File: config.mk
export PLATFORM = sky130hd
export DESIGN_NAME = io_bus_ctrl
export DESIGN_NICKNAME = d
export VERILOG_FILES = /design/src/rtl/io_bus_ctrl_pkg.sv /design/src/rtl/io_rx_buffer.sv /design/src/rtl/io_bus_ctrl.sv
export SDC_FILE = /design/constraint.sdc
export NUM_CORES = 1
export LEC_CHECK = 0
export BUFFER_PORTS_ARGS = -buffer_cell sky130_fd_sc_hd__buf_4
export CORE_MARGIN = 1.5
export CORE_UTILIZATION = 45
export DETAILED_ROUTE_END_ITERATION = 10
export GPL_TIMING_DRIVEN = 0
export PLACE_DENSITY_LB_ADDON = 0.2
export SETUP_SLACK_MARGIN = 0.15
export SYNTH_ARGS = -nofsm -noshare
export SYNTH_HDL_FRONTEND = slang
export SYNTH_SLANG_ARGS = --single-unit
File: constraint.sdc
create_clock -name clk -period 5.9 [get_ports clk]
set_input_delay 0.885 -clock clk [delete_from_list [all_inputs] [get_ports clk]]
set_output_delay 0.885 -clock clk [all_outputs]
set_load 0.05 [all_outputs]
File: src/rtl/io_bus_ctrl_pkg.sv
// io_bus_ctrl_pkg: address map, status bit positions and sequencer states for io_bus_ctrl.
package io_bus_ctrl_pkg;

    localparam logic [7:0] UART_DATA = 8'h00;
    localparam logic [7:0] UART_STAT = 8'h01;
    localparam logic [7:0] IO_BASE   = 8'h20;

    localparam int STAT_BUSY  = 0;
    localparam int STAT_AVAIL = 1;
    localparam int STAT_OVR   = 2;

    typedef enum logic [2:0] {IDLE, DECODE, TX_WAIT, TX_STROBE, IO_STROBE, ACK} state_t;

    function automatic logic is_io(input logic [7:0] a);
        return a[7:5] == IO_BASE[7:5];
    endfunction

endpackage

File: src/rtl/io_rx_buffer.sv
// io_rx_buffer: UART receive byte buffer with sticky overrun.
// IO_BUS_CTRL_RX_FIFO_EN selects an RX_DEPTH-entry FIFO; otherwise a single holding register.
module io_rx_buffer #(
    parameter int RX_DEPTH = 4
) (
    input  logic       clk,
    input  logic       rst_n,
    input  logic       push,
    input  logic [7:0] din,
    input  logic       pop,
    input  logic       clr_ovr,
    output logic [7:0] dout,
    output logic       empty,
    output logic       overrun
);
`ifdef IO_BUS_CTRL_RX_FIFO_EN
    localparam int D = RX_DEPTH;
`else
    localparam int D = 1;
`endif
    localparam int AW = D > 1 ? $clog2(D) : 1;
    localparam int CW = $clog2(D + 1);

    logic [7:0]    mem [2**AW];
    logic [AW-1:0] wp, rp;
    logic [CW-1:0] cnt;
    logic          full, do_push, do_pop;

    assign full    = cnt == CW'(D);
    assign empty   = cnt == '0;
    assign do_pop  = pop && !empty;
    // a pop in the same cycle frees the slot, so a push into a full buffer still lands
    assign do_push = push && (!full || do_pop);
    assign dout    = mem[rp];

    always_ff @(posedge clk or negedge rst_n)
        if (!rst_n) begin
            wp      <= '0;
            rp      <= '0;
            cnt     <= '0;
            overrun <= 1'b0;
        end else begin
            wp      <= do_push ? (wp == AW'(D - 1) ? '0 : wp + 1'b1) : wp;
            rp      <= do_pop ? (rp == AW'(D - 1) ? '0 : rp + 1'b1) : rp;
            cnt     <= cnt + CW'(do_push) - CW'(do_pop);
            overrun <= (overrun && !clr_ovr) || (push && !do_push);
        end

    always_ff @(posedge clk)
        if (do_push) mem[wp] <= din;

endmodule

File: src/rtl/io_bus_ctrl.sv
// io_bus_ctrl: byte-bus sequencer for the UART and the IO-register decoder.
// RX buffer depth is chosen by IO_BUS_CTRL_RX_FIFO_EN (FIFO) or left as one holding register.
module io_bus_ctrl
    import io_bus_ctrl_pkg::*;
#(
    parameter int ADDR_W     = 8,
    parameter int TX_TIMEOUT = 1024,
    parameter int RX_DEPTH   = 4
) (
    input  logic              clk,
    input  logic              rst_n,
    input  logic              bus_req,
    input  logic              bus_we,
    input  logic [ADDR_W-1:0] bus_addr,
    input  logic [7:0]        bus_wdata,
    output logic              bus_ack,
    output logic [7:0]        bus_rdata,
    output logic              bus_err,
    output logic [7:0]        uart_denv,
    output logic              uart_wr,
    input  logic              uart_busy,
    input  logic [7:0]        uart_drec,
    input  logic              uart_rx_valid,
    output logic              uart_rd,
    output logic              io_hab,
    output logic [4:0]        io_sel,
    output logic [7:0]        io_data,
    input  logic [7:0]        io_rdata,
    output logic              irq
);
    localparam int CW = $clog2(TX_TIMEOUT + 1);

    state_t        state;
    logic          we_q;
    logic [7:0]    addr_q, wdata_q, rdata_q, rx_dout, status;
    logic [CW-1:0] cnt;
    logic          rx_empty, rx_ovr, pop, clr_ovr, io_rd, bad;

    assign pop     = state == DECODE && !we_q && addr_q == UART_DATA;
    assign clr_ovr = state == DECODE && we_q && addr_q == UART_STAT && wdata_q[STAT_OVR];
    assign io_rd   = !we_q && is_io(addr_q);
    assign bad     = !(addr_q == UART_DATA || addr_q == UART_STAT || is_io(addr_q));
    assign status  = {5'b0, rx_ovr, !rx_empty, uart_busy};
    // IO reads return the mux value live in the ACK cycle; it is captured on leaving ACK
    assign bus_rdata = (state == ACK && io_rd) ? io_rdata : rdata_q;
    assign irq     = !rx_empty;

    io_rx_buffer #(.RX_DEPTH(RX_DEPTH)) u_rx (
        .clk     (clk),
        .rst_n   (rst_n),
        .push    (uart_rx_valid),
        .din     (uart_drec),
        .pop     (pop),
        .clr_ovr (clr_ovr),
        .dout    (rx_dout),
        .empty   (rx_empty),
        .overrun (rx_ovr)
    );

    always_ff @(posedge clk or negedge rst_n)
        if (!rst_n) begin
            state     <= IDLE;
            we_q      <= 1'b0;
            addr_q    <= '0;
            wdata_q   <= '0;
            rdata_q   <= '0;
            cnt       <= '0;
            bus_ack   <= 1'b0;
            bus_err   <= 1'b0;
            uart_denv <= '0;
            uart_wr   <= 1'b0;
            uart_rd   <= 1'b0;
            io_hab    <= 1'b0;
            io_sel    <= '0;
            io_data   <= '0;
        end else begin
            uart_rd <= uart_rx_valid;
            bus_ack <= 1'b0;
            uart_wr <= 1'b0;
            io_hab  <= 1'b0;
            case (state)
                IDLE: if (bus_req) begin
                    we_q    <= bus_we;
                    addr_q  <= bus_addr[7:0];
                    wdata_q <= bus_wdata;
                    if (is_io(bus_addr[7:0])) begin
                        io_sel  <= bus_addr[4:0];
                        io_data <= bus_wdata;
                    end
                    state <= DECODE;
                end
                DECODE: if (we_q && is_io(addr_q)) begin
                    io_hab <= 1'b1;
                    state  <= IO_STROBE;
                end else if (we_q && addr_q == UART_DATA) begin
                    cnt <= '0;
                    if (uart_busy) state <= TX_WAIT;
                    else begin
                        uart_denv <= wdata_q;
                        uart_wr   <= 1'b1;
                        state     <= TX_STROBE;
                    end
                end else begin
                    bus_ack <= 1'b1;
                    bus_err <= bad || (pop && rx_empty);
                    rdata_q <= (!we_q && addr_q == UART_STAT) ? status : (pop && !rx_empty) ? rx_dout : 8'h00;
                    state   <= ACK;
                end
                TX_WAIT: if (!uart_busy) begin
                    uart_denv <= wdata_q;
                    uart_wr   <= 1'b1;
                    state     <= TX_STROBE;
                end else if (cnt == CW'(TX_TIMEOUT - 1)) begin
                    bus_ack <= 1'b1;
                    bus_err <= 1'b1;
                    rdata_q <= 8'h00;
                    state   <= ACK;
                end else cnt <= cnt + 1'b1;
                TX_STROBE, IO_STROBE: begin
                    bus_ack <= 1'b1;
                    bus_err <= 1'b0;
                    rdata_q <= 8'h00;
                    state   <= ACK;
                end
                ACK: begin
                    if (io_rd) rdata_q <= io_rdata;
                    state <= IDLE;
                end
                default: state <= IDLE;
            endcase
        end

endmodule
# After elaboration in Yosys (flattened, before gate mapping)
# Memory sizes are Yosys's and may differ from the RTL's.
# Index checks and enable logic that the tools add are counted.
# W data, S select, Z words.
# totals
ff_bits	69
mem_bits_rw	16
inputBits	38
wordCells	126
n_memories	1
# memory_table
name	depth	width	rd	rd_ports_with_merged_regs	wr	line_no	source
u_rx.mem	2	8	1	0	1	io_rx_buffer.sv:24	logic [7:0] mem [2**AW];
# op_classes
addsub	5
n_eq_ne	18
n_mux	45
n_bitwise	1
reduce_logical	38
# op_table
operator	n
$mux W8	11
$mux W11	4
$pmux W8 S4	1
$pmux W11 S2	1
$mux W1	18
$pmux W8 S2	1
$logic_and A1 B1 Y1	15
$mux W3	5
$ne A2 B2 Y1 const B	7
$pmux W3 S4	1
$add A11 B1 Y11 const B	1
$eq A11 B10 Y1 const B	1
$reduce_and A5 Y1	2
$eq A3 B1 Y1 const B	3
$eq A8 B1 Y1 const B	1
$logic_not A8 Y1	1
$eq A3 B2 Y1 const B	2
$eq A3 B3 Y1 const B	2
$pmux W1 S3	2
$reduce_and A3 Y1	2
$reduce_and A6 Y1	1
$logic_not A1 Y1	5
$logic_or A1 B1 Y1	5
$reduce_and A2 Y1	2
other kinds (12)	13

# Logic depth before layout (Yosys ltp)
# Gate-level depths: netlist of run 1.
# depth
ltp_word	9
ltp_mapped	7
ltp_nobuf	6

# Modules after synthesis
# Synthesis of run 1 repeated with hierarchy kept, for this count alone.
# unflattened
cells_unflattened	276
area_unflattened_um2	3432.0
# modules_own_cells
module	n_inst	cells_per_inst	area_per_inst_um2
io_bus_ctrl	1	259	3098.0
io_rx_buffer	1	17	334.1

# Worst setup path after synthesis of run 1
# No wires, ideal clock.
# synth_path
kind	register to output
from	reg state[0]
to	out bus_rdata[0]
arrival_time_ns	1.848
required_ns	5.015
setup_slack_ns	3.167
path_stages_with_launch	7
cell_sequence	dfrtp_1 clkbuf_1 nor2b_1 and2_1 clkbuf_1 nand2_1 mux2_2
# synth_via
elab_chain_cells	3
# synth_lines
item	line_no	source
start, declared	io_bus_ctrl.sv:33	state_t state;
start signal, assigned	io_bus_ctrl.sv:62	state <= IDLE;
start signal, assigned	io_bus_ctrl.sv:90	state <= DECODE;
start signal, assigned	io_bus_ctrl.sv:94	state <= IO_STROBE;
$eq A3 B3 Y1	io_bus_ctrl.sv:45	assign bus_rdata = (state == ACK && io_rd) ? io_rdata : rdata_q;
$logic_and A1 B1 Y1	io_bus_ctrl.sv:45	
$mux W8	io_bus_ctrl.sv:45	
end, declared	io_bus_ctrl.sv:17	output logic [7:0] bus_rdata,
# Every way passes these cells.

# Worst setup path in the final report of run 1
# layout_path
from	reg state[0]
to	out bus_rdata[1]
# Same word-level chain as after synthesis.

==> results of run 1 <==
[area by class of cell]
class | instances | area [um^2]
Inverter | 4 | 15.0
Clock inverter | 5 | 35.0
Multi-Input combinational cell | 183 | 1390
Tap cell | 99 | 124
Buffer | 14 | 81.3
Clock buffer | 11 | 151
Timing Repair Buffer | 72 | 541
Fill cell | 677 | 3030
Sequential cell | 75 | 1920
[flip-flops by register name (all words and copies together), names as in the netlist, 3 cells and up]
| name | cells |
|---|---|
| addr_q | 8 |
| wdata_q | 8 |
| uart_denv | 8 |
| u_rx.mem | 8 |
| io_data | 8 |
| rdata_q | 8 |
| state | 3 |
| io_sel | 5 |
| cnt | 11 |
[power by group]
part	switching (mW)	internal (mW)	total (mW)
sequential	0.0844	0.672	0.757
combinational	0.548	0.370	0.918
clock	0.193	0.177	0.370
[layout by cell type (no fill, tap or decap), drive strengths merged, types with 2 or more instances in the layout]
cell,instances
nand3,6
nor2b,2
clkinvlp,2
or4,3
and3,8
nor3,6
nand2,18
or2,2
buf,78
clkbuf,18
a221o,3
a31oi,8
edfxtp,8
nor3b,2
a22o,5
a41oi,2
mux2,55
nor2,15
o31ai,2
o21ai,9
o21a,3
inv,6
nor4,5
a21oi,13
dfrtp,67
[kinds of logic after synthesis]
group,count (synthesis)
muxes,56
xor gates and xnor gates,1
DFF,75
buffers and inverters,18
adders and majority gates,1
AOI/OAI and AO/OA,51
and+or+nand+nor,74
[routing by layer]
layer	up-vias	part of all wire
met5	-	0
met4	0	0.015
met3	10	0.050
met2	56	0.49
met1	1177	0.44
li1	1196	-
[worst min path at each step]
stage,startpoint,end,slack (ps)
after CTS,cnt[9],cnt[9],510
after global routing,wdata_q[1],uart_denv[1],520
after detailed placement,cnt[9],cnt[9],490
final,wdata_q[5],wdata_q[5],510
after floorplan,cnt[9],cnt[9],450
after global placement,rdata_q[4],rdata_q[4],480
==> impl_metrics.tcl, run 1 <==
set metrics [dict create \
    required_ps 5020 \
    grt_use_met3 0.0508 \
    htreeDepth 3 \
    critPathMaxStageDelay_ps 360 \
    critPathTopFamily "buffers and inverters" \
    fin_worst_skew_ps 13.5 \
    power.density_nw_per_um2 480 \
    crit_end "bus_rdata[1]" \
    firstDrtPassIters 4 \
    cp_num_buf_inv 3 \
    synth_xor_area_frac 0.00257 \
    synth_area_um2 3410 \
    synthAdderAreaFrac 0.00367 \
    cp-start-kind "flip-flop" \
    final.min_clock_period_ps 3600 \
    dpl_cell_area_um2 4070 \
    critPathSlowestCell "clkbuf_1" \
    drc 0 \
    via_count 2439 \
    ios 73 \
    vdd_ir_drop_max_mv 0.338 \
    fin_ws_ps 2300 \
    place_ws_ps 2660 \
    drive_gt1_frac 0.426 \
    cts_root_buf "clkbuf_8" \
    ys_dominant_reg_cell "dfrtp_1" \
    synth_top_family_by_area "multiplexers" \
    period_share 0.611 \
    synth_top_area_share 0.492 \
    insertion_delay_ps 350 \
    crit_path_start "state[0]" \
    tns_ps 0 \
    setup_viol 0 \
    maxCapViolations 0 \
    yosysWarnings 0 \
    dieArea_um2 8100 \
    cp.depth 7 \
    r2r-start "cnt[1]" \
    route.antenna.remaining_nets 0 \
    die_width_um 90.0 \
    clock_path_buffers 2 \
    crit_path_max_fanout 10 \
    cts_sinks 75 \
    yosysTopAreaCell "dfrtp_1" \
    syn-num-nets 315 \
    grt_overflow 0 \
    grt_pass1_wl_um 11700 \
    cts_hold_buffers 0 \
    cts_resized 0 \
    muxShareOfSynthArea 0.185 \
    synth_compound_area_frac 0.102 \
    viasPerCell 5.27 \
    final_area_um2 4260 \
    avgSynthCellArea_um2 12.3 \
    start_util 0.467 \
    placementRows 31 \
    synthSimpleGateAreaFrac 0.116 \
    place_inst 447 \
    yosysMostFrequentCell "dfrtp_1" \
    path_class "flip-flop to output port" \
    async_reset_ff_frac 0.893 \
    cts_buffers 9 \
    gp_congestion 0.793 \
    met2_usage 0.305 \
    finalWirelength_um 7040 \
    hold_violations 0 \
    hold_ws_ps 506 \
    drt-initial-drc-count 172 \
    crit_top_cell "clkbuf_1" \
    netlist_instances 276 \
    reg2reg_slack_ps 3010 \
    crit_chain "clkbuf_1, nor2b_1, and2_1, clkbuf_1, nand2_1, mux2_2, buf_4" \
    wl_per_cell_um 15.2 \
    nets 398 \
    synth_seq_cells 75 \
    first_global_vias 2473 \
    diodes 0 \
    fp.dieH_um 90.0 \
    rsz0062_at_grt "false" \
    cp-end-kind "output port" \
    antenna_found_initial 0 \
    arrival_ps 2720 \
    fin_cells 463 \
    post_cts_buffers 0 \
    outcome "finished clean" \
    drv_slew 0 \
    ys_types 46 \
    synth_edf_count 8 \
    yosys-top-cells-area "dfrtp_1 49%, mux2_2 18%, edfxtp_1 7.1%" \
    min_path_type "flip-flop to flip-flop" \
    p_total_mw 2.04 \
    r2r_end "rdata_q[6]" \
    path_clk_slew_ps 80 \
    fmax_mhz 277 \
    grt_max_degree 68 \
    cts_tree "yes" \
    top_usage_layer "met2" \
    leakagePower_nw 1.96 \
    r2r_cells 6 \
    hold_depth 1 \
    relSlewSlack 0.416 \
    area_growth_pct 25.0 \
    max_slew.worst_pin.slew_ps 868 \
    port_buffers 72 \
    hpwl_um 4980 \
    synth.top_cells.by_count "67 x dfrtp_1, 55 x mux2_2, 18 x nand2_1, 15 x nor2_1, 12 x a21oi_1" \
    core_um2 7290 \
    ys_seq_area_frac 0.563 \
    final_core_util 0.584 \
    gr-usage-met1 0.230 \
    grtUsageTotal 0.184 \
]
Power figures use the tool's default switching activity.
==> run 2: changes to the inputs <==
- clock period: 5.9 -> 3.3 ns (I/O delays scaled with it)
==> run 2 against run 1 <==
Effect of this change: die area stayed put; sequential power is 78% higher; clock skew is 1.8 ps lower; cell area hardly changed; critical path depth stayed put; register-to-register slack worse by 2600 ps; clock power is 79% higher; worst setup slack worse by 1900 ps; global-route usage stayed put.
==> impl_metrics.tcl, run 2 (synthesis gave the netlist of run 1 again) <==
set metrics [dict create \
    outcome "finished clean" \
    power_frac_comb 0.449 \
    pwr-share-clk 0.181 \
    cts_hold_buffers 0 \
    hold_ws_ps 242 \
    max_slew.worst_pin.slew_ps 838 \
    final_common_cell "buf_4" \
    nets 398 \
    fill_cells 675 \
    drt-initial-drc-count 172 \
    p_total_mw 3.67 \
    cp-start-kind "flip-flop" \
    grtUsageTotal 0.184 \
    final_cell_mix "72 x buf_4, 67 x dfrtp_1, 55 x mux2_2, 17 x nand2_1, 15 x nor2_1" \
    min_path_type "primary input to async pin" \
    multi_input_area_um2 1400 \
    netSwitchingPower_mw 1.48 \
    htreeDepth 3 \
    via_count 2463 \
    start_util 0.467 \
    hold_violations 0 \
    internal-power_mw 2.18 \
    fmax_mhz 347 \
    drv_slew 0 \
    vdd_ir_drop_max_mv 0.608 \
    tns_ps 0 \
    grt_pass1_wl_um 11700 \
    r2r_cells 6 \
    drive_gt1_frac 0.431 \
    clock_path_buffers 2 \
    drc 0 \
    cts_resized 1 \
    leakagePower_nw 1.96 \
    viasPerCell 5.32 \
    first_global_vias 2470 \
    grt_max_degree 68 \
    dieArea_um2 8100 \
    regMostFlops "cnt" \
    finalWirelength_um 7090 \
    setup_viol 0 \
    route.antenna.remaining_nets 0 \
    reg2reg_slack_ps 430 \
    insertion_delay_ps 350 \
    antenna_found_initial 0 \
    die_width_um 90.0 \
    cts_sinks 75 \
    firstDrtPassIters 4 \
    r2r-start "cnt[1]" \
    cts_tree "yes" \
    post_cts_buffers 0 \
    path_clk_slew_ps 80 \
    grt_overflow 0 \
    crit_path_max_fanout 10 \
    cp-end-kind "output port" \
    wl_per_cell_um 15.3 \
    power.density_nw_per_um2 860 \
    maxCapViolations 0 \
    placementRows 31 \
    relSlewSlack 0.436 \
    p_seq_frac 0.369 \
    fp.dieH_um 90.0 \
    gp_congestion 0.793 \
    rsz0062_at_grt "false" \
    path_class "flip-flop to output port" \
    largest_reg_flops 11 \
    area_growth_pct 25.1 \
    cts_buffers 9 \
    hpwl_um 4980 \
    diodes 0 \
    core_um2 7290 \
    cts_root_buf "clkbuf_8" \
    period_share 0.874 \
    required_ps 2800 \
    port_buffers 72 \
    swShare 0.405 \
    fin_worst_skew_ps 11.7 \
    arrival_ps 2390 \
    r2r_end "rdata_q[6]" \
    final.min_clock_period_ps 2880 \
    ios 73 \
    seqCellArea_um2 1920 \
]
## run 2: metal layers
metal	global-route usage	vias to the layer above	routed length [um]
met2	0.304	55	3520
met1	0.231	1206	3100
met4	0.0675	0	107
met5	0	-	0
li1	-	1192	-
met3	0.0508	10	360
## run 2: how the worst max path moves through the flow
| stage | startpoint | end | slack, ps | cells after the start |
|---|---|---|---|---|
| after floorplan | addr_q[1] | uart_denv[0] | 840 | 5 |
| after global placement | cnt[0] | rdata_q[7] | 360 | 6 |
| after detailed placement | cnt[0] | rdata_q[6] | 430 | 6 |
| after CTS | state[0] | bus_rdata[6] | 180 | 7 |
| after global routing | cnt[0] | rdata_q[0] | 210 | 6 |
| final | state[0] | bus_rdata[1] | 420 | 7 |
## run 2: power by group through the flow
stage          Sequential, mW  Combinational [mW]  Clock (mW)
2_1_floorplan            1.71               0.844           0
3_3_place_gp             1.36                1.62           0
3_5_place_dp             1.37                1.65           0
4_1_cts                  1.36                1.66       0.682
5_1_grt                  1.38                1.75       0.725
6_report                 1.35                1.65       0.664
## run 2: critical path, stage by stage, from the launching register on
cell,delay (ps)
dfrtp_1,330
clkbuf_1,320
nor2b_1,310
and2_1,170
clkbuf_2,230
nand2_2,200
mux2_2,310
buf_4,190
## run 2: final cells by class
class,instances,share of cell area
Sequential cell,75,0.450
Multi-Input combinational cell,183,0.328
Timing Repair Buffer,72,0.127
Clock buffer,11,0.0355
Tap cell,99,0.0291
Buffer,14,0.0194
Clock inverter,5,0.00822
Inverter,4,0.00352
## run 2: stage by stage
stage,util,area [um^2],worst slack (ps),cells
floorplan,-,3410,844,276
global placement,0.558,4070,361,447
detailed placement,0.558,4070,428,447
CTS,0.584,4260,176,463
global route,0.584,4260,210,463
finish,0.584,4260,417,463
==> run 3: changes to the inputs <==
- REMOVE_ABC_BUFFERS: default -> 1
==> run 3 against run 2 <==
Effect of this change: clock-buffer cell count is the same; critical path depth decreased by 3; via count is 2.0% lower; worst setup slack worse by 12 ps; critical endpoint is now io_data[6]; fmax fell by 0.41%.
==> impl_metrics.tcl, run 3 (synthesis gave the netlist of run 1 again) <==
set metrics [dict create \
    outcome "finished clean" \
    firstDrtPassIters 4 \
    route.antenna.remaining_nets 0 \
    hold_violations 0 \
    hold_ws_ps 257 \
    ios 73 \
    fmax_mhz 345 \
    power.density_nw_per_um2 868 \
    required_ps 3530 \
    port_buffers 72 \
    start_util 0.467 \
    area_growth_pct 22.8 \
    critPathTopFamily "simple AND/OR/NAND/NOR gates" \
    regMostFlops "cnt" \
    grt_overflow 0 \
    cts_root_buf "clkbuf_8" \
    cts_tree "yes" \
    finalWirelength_um 7150 \
    drt-initial-drc-count 186 \
    hpwl_um 4800 \
    fin_ws_ps 405 \
    cp_num_buf_inv 0 \
    r2r_cells 4 \
    critPathMaxStageDelay_ps 760 \
    grt_max_degree 68 \
    cp-end-kind "flip-flop" \
    setup_viol 0 \
    path_class "flip-flop to flip-flop" \
    final_cell_mix "72 x buf_4, 67 x dfrtp_1, 55 x mux2_2, 17 x nand2_1, 15 x nor2_1" \
    drive_gt1_frac 0.431 \
    cp.depth 4 \
    placementRows 31 \
    fp.dieH_um 90.0 \
    crit_chain "nor2_1, and3_1, nand3_1, mux2_2" \
    core_um2 7290 \
    cts_sinks 75 \
    rsz0062_at_grt "false" \
    grt_use_met3 0.0482 \
    vdd_ir_drop_max_mv 0.517 \
    antenna_found_initial 0 \
    leakagePower_nw 1.92 \
    via_count 2413 \
    wl_per_cell_um 15.9 \
    max_slew.worst_pin.slew_ps 866 \
    cp-start-kind "flip-flop" \
    dieArea_um2 8100 \
    diodes 0 \
    relSlewSlack 0.422 \
    grt_pass1_wl_um 12100 \
    grtUsageTotal 0.187 \
    path_clk_slew_ps 70 \
    largest_reg_flops 11 \
    clock_path_buffers 2 \
    nets 384 \
    arrival_ps 3120 \
    die_width_um 90.0 \
    gr-usage-met1 0.239 \
    cts_resized 0 \
    fill_cells 657 \
    final_common_cell "buf_4" \
    final.min_clock_period_ps 2890 \
    htreeDepth 3 \
    first_global_vias 2472 \
    top_usage_layer "met2" \
    cts_hold_buffers 0 \
    drc 0 \
    place_ws_ps 297 \
    drv_slew 0 \
    period_share 0.877 \
    maxCapViolations 0 \
    fin_worst_skew_ps 7.11 \
    tns_ps 0 \
    crit_path_max_fanout 18 \
    post_cts_buffers 0 \
    insertion_delay_ps 340 \
    met2_usage 0.303 \
    gp_congestion 0.775 \
    critPathSlowestCell "nand3_1" \
    viasPerCell 5.37 \
    cts_buffers 9 \
    min_path_type "primary input to async pin" \
]
[run 3: path summary, 6_finish.rpt]
kind | start | to | slack [ps]
max in group asynchronous | rst_n | rdata_q[6] | 2500
max reg2reg | state[2] | io_data[6] | 410
min in group clk | uart_rx_valid | uart_rd | 270
min | rst_n | io_sel[4] | 260
max | state[2] | io_data[6] | 410
min reg2reg | cnt[9] | cnt[9] | 510
[run 3: cell type report]
type	count	area [um^2]	area share
sequential	75	1920	0.458
multi-input combinational	183	1400	0.335
timing repair buffer	72	541	0.129
clock buffer	11	131	0.0314
tap	99	124	0.0296
clock inverter	5	53.8	0.0129
inverter	4	15.0	0.00359
[run 3: per-layer routing]
metal	up-vias	share of wire
met5	-	0
met1	1177	0.42
met3	6	0.060
li1	1155	-
met4	0	0.011
met2	75	0.50
[run 3: stage by stage]
step           power [mW]  instance area, um^2   util  std cells
6_report             3.63                 4180  0.574        449
4_1_cts              3.66                 4180  0.573        449
2_1_floorplan        2.51                 3330      -        262
3_3_place_gp         2.93                 3990  0.547        433
5_1_grt              3.83                 4180  0.574        449
3_5_place_dp         2.97                 3990  0.547        433
[run 3: worst reg2reg max path, cell delays in order, from the launching register on]
cell	delay, ps
dfrtp_1	530
nor2_1	230
and3_1	750
nand3_1	770
mux2_2	510
[run 3: where the power goes]
group / internal (mW) / switching [mW] / leakage [nW]
Combinational: 0.630 / 0.911 / 0.905
Clock: 0.349 / 0.332 / 0.0975
Sequential: 1.20 / 0.209 / 0.920
Total: 2.18 / 1.45 / 1.92
